--- config.mk ---
export PLATFORM = sky130hd
export DESIGN_NAME = instr_fetch_unit_flat
export DESIGN_NICKNAME = d
export VERILOG_FILES = /design/src/rtl/cpu_pkg.sv /design/src/rtl/instr_fetch_unit_if.sv /design/src/rtl/instr_fetch_unit.sv /design/src/flat_wrapper.sv
export SDC_FILE = /design/constraint.sdc
export NUM_CORES = 1
export LEC_CHECK = 0
export BUFFER_PORTS_ARGS = -buffer_cell sky130_fd_sc_hd__buf_2
export CELL_PAD_IN_SITES_DETAIL_PLACEMENT = 1
export CELL_PAD_IN_SITES_GLOBAL_PLACEMENT = 2
export CORE_MARGIN = 1.5
export CORE_UTILIZATION = 26
export DETAILED_ROUTE_END_ITERATION = 8
export MAX_ROUTING_LAYER = met4
export PLACE_DENSITY = 0.9
export SYNTH_ARGS = -nofsm -noshare
export SYNTH_HDL_FRONTEND = slang
export SYNTH_SLANG_ARGS = --single-unit
--- constraint.sdc ---
create_clock -name clk -period 2.3 [get_ports clk]
set_input_delay 0.46 -clock clk [delete_from_list [all_inputs] [get_ports clk]]
set_output_delay 0.46 -clock clk [all_outputs]
set_load 0.05 [all_outputs]
--- src/rtl/cpu_pkg.sv ---
// cpu_pkg: shared fetch-stage types and constants
package cpu_pkg;
  localparam int XLEN = 32;
  localparam logic [XLEN-1:0] NOP_INST = 32'h0000_0013;
  localparam logic [XLEN-1:0] DEFAULT_RESET_PC = 32'h0000_0000;
  typedef enum logic [1:0] {FETCH, WAIT, HOLD, HALT} fetch_state_t;
endpackage

--- src/rtl/instr_fetch_unit_if.sv ---
// instr_fetch_unit_if: instruction memory request/response bus
interface instr_fetch_unit_if;
  import cpu_pkg::*;
  logic            imem_req;
  logic [XLEN-1:0] imem_addr;
  logic            imem_ready;
  logic            imem_rvalid;
  logic [XLEN-1:0] imem_rdata;
  modport master(output imem_req, imem_addr, input imem_ready, imem_rvalid, imem_rdata);
  modport slave(input imem_req, imem_addr, output imem_ready, imem_rvalid, imem_rdata);
endinterface

--- src/rtl/instr_fetch_unit.sv ---
// instr_fetch_unit: PC owner, single-outstanding word fetch, holds instruction for decode
module instr_fetch_unit import cpu_pkg::*; #(
  parameter logic [XLEN-1:0] RESET_PC = DEFAULT_RESET_PC,
  parameter logic [XLEN-1:0] NOP_INST = cpu_pkg::NOP_INST
) (
  input  logic                clk,
  input  logic                rst,
  instr_fetch_unit_if.master  imem,
  input  logic                stall,
  input  logic                redirect_valid,
  input  logic [XLEN-1:0]     redirect_pc,
  output logic                inst_valid,
  output logic [XLEN-1:0]     inst,
  output logic [XLEN-1:0]     pc,
  output logic [XLEN-1:0]     pc_plus4,
  output logic                fetch_fault
);
  fetch_state_t state_q, state_d;
  logic [XLEN-1:0] fetch_pc_q, fetch_pc_d, inst_q, inst_d, pc_q, pc_d;
  logic inst_valid_q, inst_valid_d, drop_q, drop_d, fault_q, fault_d;
  logic live, misaligned;
  assign live = state_q != HALT;
  assign misaligned = redirect_valid && (redirect_pc[1:0] != 2'b00);
  // state register; reset abandons any in-flight request
  always_ff @(posedge clk)
    state_q <= !rst ? FETCH : state_d;
  // next state: misaligned redirect halts, otherwise redirect beats normal flow
  always_comb begin
    state_d = state_q;
    if (live && misaligned) state_d = HALT;
    else case (state_q)
      FETCH:   state_d = imem.imem_ready ? WAIT : FETCH;
      WAIT:    state_d = !imem.imem_rvalid ? WAIT : (drop_q || redirect_valid) ? FETCH : HOLD;
      HOLD:    state_d = (redirect_valid || !stall) ? FETCH : HOLD;
      default: state_d = HALT;
    endcase
  end
  // datapath next values; drop marks a response already in flight that must be discarded
  always_comb begin
    fetch_pc_d   = fetch_pc_q;
    inst_d       = inst_q;
    pc_d         = pc_q;
    inst_valid_d = inst_valid_q;
    drop_d       = drop_q;
    fault_d      = fault_q;
    if (live && misaligned) begin
      fault_d      = 1'b1;
      inst_valid_d = 1'b0;
      inst_d       = NOP_INST;
    end else if (live && redirect_valid) begin
      fetch_pc_d   = redirect_pc;
      drop_d       = (state_q == FETCH && imem.imem_ready) || (state_q == WAIT && !imem.imem_rvalid);
      inst_valid_d = 1'b0;
      inst_d       = NOP_INST;
    end else if (state_q == WAIT && imem.imem_rvalid) begin
      drop_d       = 1'b0;
      inst_d       = drop_q ? inst_q : imem.imem_rdata;
      pc_d         = drop_q ? pc_q : fetch_pc_q;
      inst_valid_d = !drop_q;
    end else if (state_q == HOLD && !stall) begin
      fetch_pc_d   = fetch_pc_q + 32'd4;
      inst_valid_d = 1'b0;
      inst_d       = NOP_INST;
    end
  end
  // datapath registers
  always_ff @(posedge clk)
    if (!rst) begin
      fetch_pc_q   <= RESET_PC;
      inst_q       <= NOP_INST;
      pc_q         <= RESET_PC;
      inst_valid_q <= 1'b0;
      drop_q       <= 1'b0;
      fault_q      <= 1'b0;
    end else begin
      fetch_pc_q   <= fetch_pc_d;
      inst_q       <= inst_d;
      pc_q         <= pc_d;
      inst_valid_q <= inst_valid_d;
      drop_q       <= drop_d;
      fault_q      <= fault_d;
    end
  // outputs: request only in FETCH and never while reset is asserted
  always_comb begin
    imem.imem_req  = rst && state_q == FETCH;
    imem.imem_addr = fetch_pc_q;
    inst_valid     = inst_valid_q;
    inst           = inst_q;
    pc             = pc_q;
    pc_plus4       = pc_q + 32'd4;
    fetch_fault    = fault_q;
  end
endmodule

--- src/flat_wrapper.sv ---
// flat-port wrapper written by rule: the top's interface ports become plain ports
module instr_fetch_unit_flat import cpu_pkg::*;
#(
  parameter logic [XLEN-1:0] RESET_PC = DEFAULT_RESET_PC,
  parameter logic [XLEN-1:0] NOP_INST = cpu_pkg::NOP_INST
)
  (clk, rst, stall, redirect_valid, redirect_pc, inst_valid, inst, pc, pc_plus4, fetch_fault, imem_imem_req, imem_imem_addr, imem_imem_ready, imem_imem_rvalid, imem_imem_rdata);
  instr_fetch_unit_if imem_i ();
  input  logic clk;
  input  logic rst;
  input  logic stall;
  input  logic redirect_valid;
  input  logic [XLEN-1:0] redirect_pc;
  output logic inst_valid;
  output logic [XLEN-1:0] inst;
  output logic [XLEN-1:0] pc;
  output logic [XLEN-1:0] pc_plus4;
  output logic fetch_fault;
  output wire logic [$bits(imem_i.imem_req)-1:0] imem_imem_req;
  output wire logic [$bits(imem_i.imem_addr)-1:0] imem_imem_addr;
  input wire logic [$bits(imem_i.imem_ready)-1:0] imem_imem_ready;
  input wire logic [$bits(imem_i.imem_rvalid)-1:0] imem_imem_rvalid;
  input wire logic [$bits(imem_i.imem_rdata)-1:0] imem_imem_rdata;
  assign imem_imem_req = imem_i.imem_req;
  assign imem_imem_addr = imem_i.imem_addr;
  assign imem_i.imem_ready = imem_imem_ready;
  assign imem_i.imem_rvalid = imem_imem_rvalid;
  assign imem_i.imem_rdata = imem_imem_rdata;
  instr_fetch_unit #(.RESET_PC(RESET_PC), .NOP_INST(NOP_INST)) u_core (.clk(clk), .rst(rst), .imem(imem_i), .stall(stall), .redirect_valid(redirect_valid), .redirect_pc(redirect_pc), .inst_valid(inst_valid), .inst(inst), .pc(pc), .pc_plus4(pc_plus4), .fetch_fault(fetch_fault));
endmodule
=== After elaboration in Yosys (flattened, before gate mapping) ===
Cells that the tools add are included.

* Bitwise logic cells: 4
* Eq/ne operators: 5
* Multiplexer cells: 16
* Reductions and logical operators: 24
* Add/subtract/negate cells: 2

{| class="wikitable"
|+ Operators by type and width
! kind !! count
|-
| $mux W32 || 6
|-
| $add A32 B3 Y32 const B || 2
|-
| $logic_and A1 B1 Y1 || 8
|-
| $mux W2 || 4
|-
| $reduce_bool A2 Y1 || 4
|-
| $pmux W2 S3 || 1
|-
| $mux W1 || 5
|-
| $ne A2 B2 Y1 const B || 2
|-
| $not A1 Y1 || 4
|-
| $reduce_and A2 Y1 || 2
|-
| $reduce_and A4 Y1 || 1
|-
| $logic_not A1 Y1 || 3
|-
| $logic_or A1 B1 Y1 || 3
|-
| $reduce_and A3 Y1 || 1
|-
| $reduce_or A3 Y1 || 1
|-
| $eq A2 B1 Y1 const B || 1
|-
| $eq A2 B2 Y1 const B || 1
|-
| $logic_not A2 Y1 || 1
|-
| $ne A2 B1 Y1 const B || 1
|}

* Output and inout bits: 131
* Logic and storage cells: 58
* Bits of input ports: 70
* Register bits after elaboration: 101

=== Longest topological paths before layout ===
Gate-level depths: netlist of the first run.

* Depth in word-level cells: 5
* Depth in mapped cells: 8
* Gate-level depth less buffers: 6

=== Worst setup path before layout of the first run ===
Ideal clock, no wire load.

* Path kind: register -> output
* Start: register u_core.pc_q[3], in the netlist u_core.pc[3]
* End: output port pc_plus4[30]
* Data required time: 1.840 ns
* Slack: -0.710 ns
* Path buffers: 0
* Stages on the path, launching flop included: 7
* Data arrival time: 2.550 ns
* Cell sequence: dfxtp_1 ha_1 nand3_1 nor4_2 nand3_1 nor2_1 xor2_1

* Cells in the longest elaborated chain, start to end: 1

{| class="wikitable"
|+ Ends and longest elaborated chain
! what !! RTL line !! source
|-
| from (decl) || instr_fetch_unit.sv:19 || <nowiki>logic [XLEN-1:0] fetch_pc_q, fetch_pc_d, inst_q, inst_d, pc_q, pc_d;</nowiki>
|-
| from (signal assigned) || instr_fetch_unit.sv:78 || <nowiki>pc_q <= pc_d;</nowiki>
|-
| $add A32 B3 Y32 || instr_fetch_unit.sv:90 || <nowiki>pc_plus4 = pc_q + 32'd4;</nowiki>
|-
| to (decl) || flat_wrapper.sv:17 || <nowiki>output logic [XLEN-1:0] pc_plus4;</nowiki>
|}

No other way between the ends.

=== Worst setup path in the final report of the first run ===
* Start: register u_core.pc_q[3], in the netlist u_core.pc[3]
* End: output port pc_plus4[28]

The elaborated chain is that of the path after synthesis.

==> run summary, run 1 <==
status: finished with violations
violated checks: negative setup slack
Fmax achieved: 0.417 GHz
port buffer count: 200
Synth Instances: 685
hold crit path type: in -> reg
Die Area: 20900 µm²
number of synthesis warnings: 0
met3 global-route usage: 2.38%
final worst-path cycle share: 104%
initial antenna violation count: 0
Inserted Diodes: 0
share of cells above drive strength 1: 42.7%
most frequent cells after synthesis: 136 x nand2_1, 101 x dfxtp_1, 79 x a21oi_1, 61 x nand3_1, 46 x nor2_1
Final Skew: 0.00928 ns
Crit path required time: 1.84 ns
most frequent CP cell: nor2_4
die height: 145 µm
setup TNS: -0.651 ns
Total Nets Final: 993
Final Critical Period: 2.40 ns
Synth async-reset ratio: 0%
Place WS: 0.0422 ns
RD Place Congestion: 0.845
drc violations: 0
Most Crowded Layer GR: met2
Initial Util: 26.6%
met2 global-route usage: 31.6%
crit path cell chain: ha_4 -> nand3_4 -> nor2_4 -> nand4_1 -> buf_4 -> nor2_4 -> xor2_4 -> buf_6
crit-path max FO: 4
slowest stage delay, CP: 0.39 ns
Crit path arrival time: 1.94 ns
r2r startpoint: u_core.imem.imem_addr[3]$_SDFFE_PN0P_
Mapped Area: 5220 µm²
most frequent cell after synthesis: nand2_1
Worst R2R End: u_core.imem.imem_addr[16]$_SDFFE_PN0P_
CP Class: reg -> out
Clk Latency, worst-skew pair: 0.36 ns
Synth cell types: 62
Crit. End Element: primary output
timing endpoint of the critical path: pc_plus4[28]
Main synth FF type: dfxtp_1
design area: 7880 µm²
largest net degree at the start of global routing: 51
routed vias: 5937
IO Count: 201
# fillers: 2391
slowest cell on the critical path: dfxtp_4
Yosys reg bits: 101
CTS HTree Levels: 3
pwr/cell area: 515 nW/µm²
syn avg cell area: 7.61 µm²
Leak: 3.39 nW
GRT Util Overall: 20.1%
area of the multi-input gates: 3360 µm²
EDFF count, synth: 0
Slew Limit Fails: 0
clk slew on worst S/H paths: 0.07 ns
core footprint: 19600 µm²
synth top area cells: dfxtp_1 39%, nand2_1 9.8%, a21oi_1 7.6%
top-area cell type share of the netlist area: 38.8%
endpoints failing setup: 12
R2R Setup Slk: 0.31 ns
Max Cap Violations: 0
Core Rows: 51
CTS tree: yes
Initial DRC Count: 291
crit path from: u_core.pc[3]$_SDFFE_PN0P_
Die X: 145 µm
DP HPWL: 15000 µm
first-pass GRT wire length: 31700 µm
DRT Pass-1 Iters: 5
Synthesized Nets: 757
dpl cell area: 7050 µm²
routing usage on met1: 27.1%
final hold viol count: 0
Clock Path Buffers: 2
Slew HR: 60.7%
clk root buf: clkbuf_16
cts bufs inserted: 9
Layout area overhead: 51.0%
vias per cell: 4.98
Final ANT Viol Nets: 0
peak supply drop: 0.000333 V
R2R cell count: 5
remaining global-route overflow: 0
FF+latch area: 2080 µm²
area leader, netlist: dfxtp_1
Worst-Margin Slew: 0.584 ns
setup ws final: -0.100 ns
number of global-route vias before repair: 5728
Worst setup SP type: register
sequential area share after synthesis: 38.8%
final wirelength: 20800 µm
wire length per cell: 17.5 µm
CTS sink cnt: 101
RSZ-0062 raised after global routing: yes
[cell usage in the layout, fill, tap and decap left out, types with 9 or more instances in the layout]
master / synthesis / layout
dfxtp_4: 0 / 11
nor3_1: 16 / 11
nand4_1: 24 / 24
xnor2_2: 0 / 13
nand3_4: 1 / 9
nand3_1: 61 / 54
nand2_1: 136 / 130
buf_6: 1 / 19
nor2_1: 46 / 39
a21oi_1: 79 / 78
clkbuf_16: 0 / 9
dfxtp_1: 101 / 77
buf_4: 7 / 74
o21ai_0: 26 / 26
buf_2: 25 / 180
dfxtp_2: 0 / 13
[how the worst min path moves through the flow]
stage | startpoint | to | slack, ns | depth (start not counted)
floorplan | u_core.drop_q$_SDFFE_PN0P_ | u_core.drop_q$_SDFFE_PN0P_ | 0.49 | 2
global placement | u_core.inst[10]$_SDFFE_PP0P_ | u_core.inst[10]$_SDFFE_PP0P_ | 0.44 | 2
detailed placement | u_core.inst[6]$_SDFFE_PP0P_ | u_core.inst[6]$_SDFFE_PP0P_ | 0.44 | 2
CTS | imem_imem_rdata[22] | u_core.inst[22]$_SDFFE_PP0P_ | 0.34 | 3
global route | imem_imem_rdata[20] | u_core.inst[20]$_SDFFE_PP0P_ | 0.35 | 3
finish | imem_imem_rdata[22] | u_core.inst[22]$_SDFFE_PP0P_ | 0.35 | 3
[through the flow]
stage          instances  hold WS, ns  utilization [%]  total power, mW
2_1_floorplan        685        0.489                -             2.27
3_3_place_gp        1150        0.435             36.0             2.51
3_5_place_dp        1150        0.442             36.0             2.52
4_1_cts             1177        0.341             39.2             4.11
5_1_grt             1191        0.354             40.2             4.23
6_report            1191        0.353             40.2             4.06
[worst max-delay path, delay by kind of cell, from the launching register on]
| family | cells | cell delay (ns) |
|---|---|---|
| DFF | 1 | 0.39 |
| and+or+nand+nor | 4 | 0.49 |
| adders and majority gates | 1 | 0.15 |
| xor gates and xnor gates | 1 | 0.17 |
| buffers and inverters | 2 | 0.39 |
[layer usage]
| layer | share of wire, % | vias to the layer above |
|---|---|---|
| li1 | - | 2910 |
| met2 | 49 | 139 |
| met5 | 0 | - |
| met4 | 2.1 | 0 |
| met3 | 3.7 | 31 |
| met1 | 46 | 2857 |
[kinds of logic (layout without fill, tap and decap cells)]
kind of cell,count (synthesis),count (layout),share of synthesized area (%)
compound gates,157,157,18.0
xor+xnor,28,28,4.70
fa+ha+maj,2,2,0.480
buf+inv,61,302,5.64
flops,101,101,38.8
mux,3,3,0.576
simple gates,333,333,31.9
[report_power, final]
part	total [mW]	switching (mW)	internal [mW]
sequential	1.84	0.0672	1.78
combinational	0.635	0.437	0.198
clock	1.58	0.729	0.851
[state kept, by name, indices dropped and copies added (netlist names)]
signal / flops
u_core.drop_q: 1
u_core.inst: 32
u_core.imem.imem_addr: 32
u_core.fetch_fault: 1
u_core.inst_valid: 1
u_core.pc: 32
u_core.state_q: 2
[cell type report]
class	count	share of cell area, %
Clock inverter	7	0.953
Tap cell	265	4.21
Sequential cell	101	26.4
Clock buffer	9	2.86
Timing Repair Buffer	280	22.6
Inverter	6	0.286
Multi-Input combinational cell	523	42.7
[timing repair]
action,CTS,global route
setup buffers,11,14
hold buffers,0,0
gates resized for setup,62,17
endpoints found under the setup margin,17,21
pin swaps,18,18
(Power assumes the default switching activity.)
==> inputs of run 2 (changes only) <==
ABC_AREA = 1   (was default)
CORE_UTILIZATION = 25   (was 26)
==> run 2 against run 1 <==
Effect of this change: the run still ends with negative setup slack left; sequential share of layout area is 0.14 points lower; synthesized cell count up 22%; via count increased by 6.9%; cell count is 13% higher; critical path depth up 2; register-to-register slack about the same; non-clock buffer count shrank 28; synthesized area increased by 4.6%; sequential power rose by 7%; hold slack worse by 0.039 ns; largest cell class unchanged.
==> run summary, run 2 <==
initial antenna violation count: 1 (+1)
R2R Setup Slk: 0.30 ns (about the same)
wire length per cell: 16.4 µm (-6.1%)
Mapped Area: 5460 µm² (+4.6%)
EDFF count, synth: 0 (unchanged)
Worst Hold Path Cells: 3 (unchanged)
top-area cell type share of the netlist area: 37.1% (-1.7 points)
Fmax achieved: 0.426 GHz (+2.3%)
final wirelength: 22000 µm (+5.9%)
most frequent cells after synthesis: 191 x nand2_1, 144 x nor2_1, 101 x dfxtp_1, 87 x a21oi_1, 77 x o21ai_0
dpl cell area: 7050 µm² (-0.12%)
Hold Crit Start: imem_imem_rdata[10]
R2R cell count: 10 (+5)
Clock Path Buffers: 2 (unchanged)
r2r startpoint: u_core.imem.imem_addr[2]$_SDFFE_PN0P_
number of global-route vias before repair: 6334 (+11%)
final worst-path cycle share: 102% (-2.3 points)
Final Skew: 0.0153 ns (+0.00605 ns)
syn avg cell area: 6.50 µm² (-15%)
overall power: 4.69 mW (+15%)
GRT Util Overall: 20.1% (-0.043 points)
port buffer count: 200 (unchanged)
Yosys reg bits: 101 (unchanged)
P_sw: 1.76 mW (+43%)
most common cell after layout, fill and taps aside: nand2_1
Synthesized Nets: 911 (+20%)
crit-path max FO: 4 (unchanged)
Flop pwr share: 41.8% (-3.6 points)
Initial DRC Count: 223 (-23%)
Max Cap Violations: 0 (unchanged)
Synth async-reset ratio: 0% (unchanged)
peak supply drop: 0.000347 V (+4.2%)
vias per cell: 4.73 (-5.2%)
RD Place Congestion: 0.848 (+0.40%)
DRT Pass-1 Iters: 4 (-1)
Layout area overhead: 45.9%
Worst R2R End: u_core.imem.imem_addr[28]$_SDFFE_PN0P_
cts bufs inserted: 9 (unchanged)
number of synthesis warnings: 0 (unchanged)
Hold Crit Endpoint: u_core.inst[10]$_SDFFE_PP0P_
Slew HR: 70.6% (+9.9 points)
Synth cell types: 37 (-40%)
pwr/cell area: 589 nW/µm² (+14%)
largest net degree at the start of global routing: 53 (+3.9%)
Main synth FF type: dfxtp_1
final hold viol count: 0 (unchanged)
# fillers: 2740 (+15%)
clk slew on worst S/H paths: 0.08 ns (about the same)
synth top area cells: dfxtp_1 37%, nand2_1 13%, nor2_1 9.9%
final core utilization: 37.5% (-2.7 points)
Clk Latency, worst-skew pair: 0.37 ns (about the same)
Crit path arrival time: 1.89 ns (-0.05 ns)
most frequent cells in the layout: 177 x nand2_1, 176 x buf_2, 130 x nor2_1
CTS tree: yes
switching share of power: 37.6% (+7.2 points)
first-pass GRT wire length: 34200 µm (+7.9%)
Comb power frac: 25.1% (+9.4 points)
endpoints failing setup: 5 (-7)
CP Class: reg -> out
Total Nets Final: 1134 (+14%)
routed vias: 6348 (+6.9%)
Synth Instances: 839 (+22%)
clk root buf: clkbuf_16
Core Rows: 53 (+3.9%)
Final ANT Viol Nets: 0 (unchanged)
sequential area share after synthesis: 37.1% (-1.7 points)
status: finished with violations
CTS HTree Levels: 3 (unchanged)
CTS sink cnt: 101 (unchanged)
remaining global-route overflow: 0 (unchanged)
area leader, netlist: dfxtp_1
Final Critical Period: 2.35 ns (-0.0533 ns)
Initial Util: 25.7% (-0.92 points)
die height: 151 µm (+4.2%)
share of cells above drive strength 1: 35.4% (-7.2 points)
clock share of power: 33.1% (-5.8 points)
hold crit path type: in -> reg
setup ws final: -0.0467 ns (+0.0533 ns)
Worst-Margin Slew: 0.441 ns (-0.142 ns)
IO Count: 201 (unchanged)
RSZ-0062 raised after global routing: yes
Leak: 3.60 nW (+6.0%)
design area: 7960 µm² (+1.0%)
Die X: 151 µm (+4.2%)
drc violations: 0 (unchanged)
Crit path required time: 1.84 ns (about the same)
Die Area: 22700 µm² (+8.6%)
internal power: 2.93 mW (+3.6%)
core footprint: 21200 µm² (+8.3%)
Slew Limit Fails: 0 (unchanged)
DP HPWL: 16600 µm (+10%)
most frequent cell after synthesis: nand2_1
setup TNS: -0.144 ns (+0.507 ns)
Crit. End Element: primary output
Worst setup SP type: register
violated checks: negative setup slack
-- run 2: cell count changes after synthesis, moves of 20 or more --
cell,before,now
nand3_1,61,41
o21ai_0,26,77
nand2_1,136,191
inv_1,6,57
nor2_1,46,144
-- run 2: layer usage --
| metal | track usage [%] | share of wire [%] | vias up |
|---|---|---|---|
| li1 | - | - | 3162 |
| met1 | 23.9 | 44 | 2993 |
| met2 | 34.0 | 49 | 168 |
| met3 | 4.73 | 5.8 | 25 |
| met4 | 5.15 | 1.7 | 0 |
| met5 | - | 0 | - |
-- run 2: worst max-delay path by stage --
stage | slack, ns | end | cells after the start | from
2_1_floorplan | -0.06 | pc_plus4[22] | 7 | u_core.pc[3]$_SDFFE_PN0P_
3_3_place_gp | 0.07 | pc_plus4[22] | 8 | u_core.pc[2]$_SDFFE_PN0P_
3_5_place_dp | 0.04 | pc_plus4[22] | 8 | u_core.pc[2]$_SDFFE_PN0P_
4_1_cts | -0.12 | pc_plus4[22] | 8 | u_core.pc[2]$_SDFFE_PN0P_
5_1_grt | -0.15 | pc_plus4[19] | 10 | u_core.pc[2]$_SDFFE_PN0P_
6_report | -0.05 | pc_plus4[19] | 10 | u_core.pc[2]$_SDFFE_PN0P_
-- run 2: through the flow --
step                      cells  hold WS (ns)  setup WS (ns)
after floorplan             839         0.452        -0.0605
after global placement     1306         0.433         0.0712
after detailed placement   1306         0.447         0.0434
after CTS                  1335         0.302         -0.120
after global routing       1343         0.321         -0.155
final                      1343         0.314        -0.0467
-- run 2: kinds of logic (layout without fill, tap and decap cells) --
kind of cell,Yosys count,after routing,share of synthesized area (%)
other,0,1,0
adders and majority gates,2,2,0.459
xor gates and xnor gates,30,30,4.82
AOI/OAI and AO/OA,180,180,17.1
DFF,101,101,37.1
buffers and inverters,100,328,7.91
and+or+nand+nor,426,426,32.7
-- run 2: worst max-delay path, cell delays in order (launching register included) --
cell,delay (ns)
dfxtp_4,0.37
buf_4,0.12
nand3_4,0.09
inv_2,0.08
nand2_2,0.08
nor2_4,0.12
nand2_4,0.10
nor2_4,0.12
buf_6,0.11
xor2_2,0.15
buf_6,0.18
-- run 2: cell type report --
type | count | area [µm²] | share of cell area [%]
Multi-Input combinational cell | 638 | 3490 | 43.8
Inverter | 60 | 228 | 2.86
Clock inverter | 7 | 67.6 | 0.849
Sequential cell | 101 | 2090 | 26.3
Tap cell | 275 | 344 | 4.32
Antenna cell | 1 | 2.50 | 0.0314
Timing Repair Buffer | 252 | 1520 | 19.0
Clock buffer | 9 | 225 | 2.83
-- run 2: power by group through the flow --
stage | clock network, mW | registers [mW] | logic, mW
global route | 1.67 | 1.97 | 1.28
global placement | 0 | 2.00 | 1.14
floorplan | 0 | 2.30 | 0.501
finish | 1.55 | 1.96 | 1.18
CTS | 1.61 | 1.96 | 1.18
detailed placement | 0 | 2.00 | 1.15
-- run 2: repair_timing --
action	CTS	global route
pin swaps	18	19
endpoints found under the setup margin	20	23
gates resized for setup	88	43
setup buffers	13	7
hold buffers	0	0
==> inputs of run 3 (changes only) <==
PLACE_DENSITY = 0.75   (was 0.9)
==> run 3 against run 2 <==
Effect of this change: hold slack gained 0.0098 ns; critical path type unchanged; maximum frequency is essentially flat; die area is the same; clock power grew 4%; the run still ends with negative setup slack left; largest power group unchanged; sequential cell count is the same; total power grew 1.5%; clock skew shrank 0.0041 ns; worst setup slack lost 0.0012 ns.
==> run summary, run 3 (same netlist as run 2, synthesis figures left out) <==
status: finished with violations
violated checks: negative setup slack
Initial Util: 25.7% (unchanged)
cts bufs inserted: 9 (unchanged)
most frequent cells in the layout: 178 x buf_2, 176 x nand2_1, 128 x nor2_1
Core Rows: 53 (unchanged)
largest net degree at the start of global routing: 52 (-1.9%)
core footprint: 21200 µm² (unchanged)
Clk Latency, worst-skew pair: 0.36 ns (about the same)
pwr/cell area: 584 nW/µm² (-0.86%)
vias per cell: 4.71 (-0.34%)
Total Nets Final: 1139 (+0.44%)
GRT Util Overall: 20.5% (+0.36 points)
DRT Pass-1 Iters: 4 (unchanged)
r2r startpoint: u_core.imem.imem_addr[3]$_SDFFE_PN0P_
drc violations: 0 (unchanged)
final worst-path cycle share: 102% (about the same)
Final Skew: 0.0112 ns (-0.00409 ns)
clk root buf: clkbuf_16
setup ws final: -0.0479 ns (-0.00118 ns)
worst hold margin: 0.324 ns (+0.00984 ns)
peak supply drop: 0.000312 V (-10%)
Initial DRC Count: 197 (-12%)
Hold Crit Endpoint: u_core.inst[10]$_SDFFE_PP0P_
Clock Path Buffers: 2 (unchanged)
RSZ-0062 raised after global routing: yes
Worst setup SP type: register
Worst-Margin Slew: 0.416 ns (-0.0257 ns)
Crit path required time: 1.84 ns (about the same)
Crit. End Element: primary output
routed vias: 6350 (+0.032%)
DP HPWL: 16700 µm (+1.0%)
CTS tree: yes
hold crit path type: in -> reg
R2R Setup Slk: 0.23 ns (-0.07 ns)
most common cell after layout, fill and taps aside: buf_2
die height: 151 µm (unchanged)
Slew HR: 72.3% (+1.7 points)
number of global-route vias before repair: 6389 (+0.87%)
Layout area overhead: 49.4%
final hold viol count: 0 (unchanged)
R2R cell count: 10 (unchanged)
Worst Hold Path Cells: 3 (unchanged)
dpl cell area: 7030 µm² (-0.18%)
CTS HTree Levels: 3 (unchanged)
RD Place Congestion: 0.848 (about the same)
Place WS: 0.00674 ns (-0.0367 ns)
share of cells above drive strength 1: 36.8% (+1.4 points)
Worst R2R End: u_core.imem.imem_addr[28]$_SDFFE_PN0P_
CTS sink cnt: 101 (unchanged)
Hold Crit Start: imem_imem_rdata[10]
Fmax achieved: 0.426 GHz (about the same)
first-pass GRT wire length: 34900 µm (+2.0%)
Die X: 151 µm (unchanged)
clk slew on worst S/H paths: 0.08 ns (about the same)
Crit path arrival time: 1.89 ns (about the same)
Leak: 3.72 nW (+3.4%)
crit-path max FO: 4 (unchanged)
IO Count: 201 (unchanged)
Max Cap Violations: 0 (unchanged)
design area: 8150 µm² (+2.4%)
port buffer count: 200 (unchanged)
Final Critical Period: 2.35 ns (+0.00118 ns)
wire length per cell: 16.8 µm (+2.6%)
Slew Limit Fails: 0 (unchanged)
CTS Hold Bufs: 0 (unchanged)
remaining global-route overflow: 0 (unchanged)
final wirelength: 22700 µm (+3.0%)
Final ANT Viol Nets: 0 (unchanged)
CP Class: reg -> out
endpoints failing setup: 5 (unchanged)
Die Area: 22700 µm² (unchanged)
# fillers: 2722 (-0.66%)
initial antenna violation count: 1 (unchanged)
==> run 3: how the worst max path moves through the flow <==
stage | from | end | slack (ns) | depth (start not counted)
after detailed placement | u_core.pc[2]$_SDFFE_PN0P_ | pc_plus4[22] | 0.007 | 8
after global placement | u_core.pc[3]$_SDFFE_PN0P_ | pc_plus4[22] | 0.06 | 8
after floorplan | u_core.pc[3]$_SDFFE_PN0P_ | pc_plus4[22] | -0.06 | 7
after global routing | u_core.pc[10]$_SDFFE_PN0P_ | pc_plus4[28] | -0.14 | 9
final | u_core.pc[10]$_SDFFE_PN0P_ | pc_plus4[24] | -0.05 | 8
after CTS | u_core.pc[3]$_SDFFE_PN0P_ | pc_plus4[22] | -0.16 | 8
==> run 3: worst max-delay path, stage by stage (launching register included) <==
cell	delay, ns
dfxtp_4	0.38
inv_2	0.07
nor3_4	0.23
buf_4	0.17
nand2_2	0.06
nor3_4	0.21
nand2_4	0.07
xnor2_2	0.16
buf_6	0.18
==> run 3: final cells by class <==
| type | instances | area (µm²) | area share (%) |
|---|---|---|---|
| Antenna cell | 1 | 2.50 | 0.0307 |
| Clock inverter | 7 | 86.3 | 1.06 |
| Timing Repair Buffer | 257 | 1610 | 19.7 |
| Tap cell | 275 | 344 | 4.22 |
| Sequential cell | 101 | 2100 | 25.8 |
| Inverter | 60 | 230 | 2.82 |
| Multi-Input combinational cell | 638 | 3550 | 43.6 |
| Clock buffer | 9 | 225 | 2.76 |
==> run 3: what timing repair did <==
action                     CTS  global route
pin swaps                   20            28
setup endpoints to repair   20            23
resized for setup          109            50
buffers inserted            22             9
gates cloned                 0             0
==> run 3: report_power, final <==
part           switching (mW)  leakage [nW]  internal (mW)  total [mW]
combinational           0.851          2.73          0.332        1.18
sequential              0.127         0.839           1.84        1.96
clock                   0.825         0.153          0.788        1.61
==> run 3: layer usage <==
layer,wire [µm],track usage [%]
met1,10200,25.7
met2,11000,33.9
met5,0,-
met3,1140,4.06
met4,371,4.47
==> run 3: stage by stage <==
| stage | utilization (%) | total power, mW | std cells | setup TNS [ns] |
|---|---|---|---|---|
| 5_1_grt | 38.4 | 5.01 | 1348 | -1.14 |
| 3_3_place_gp | 33.1 | 3.15 | 1301 | 0 |
| 3_5_place_dp | 33.1 | 3.15 | 1301 | 0 |
| 6_report | 38.4 | 4.76 | 1348 | -0.138 |
| 4_1_cts | 37.2 | 4.82 | 1339 | -0.394 |
| 2_1_floorplan | - | 2.80 | 839 | -0.0896 |
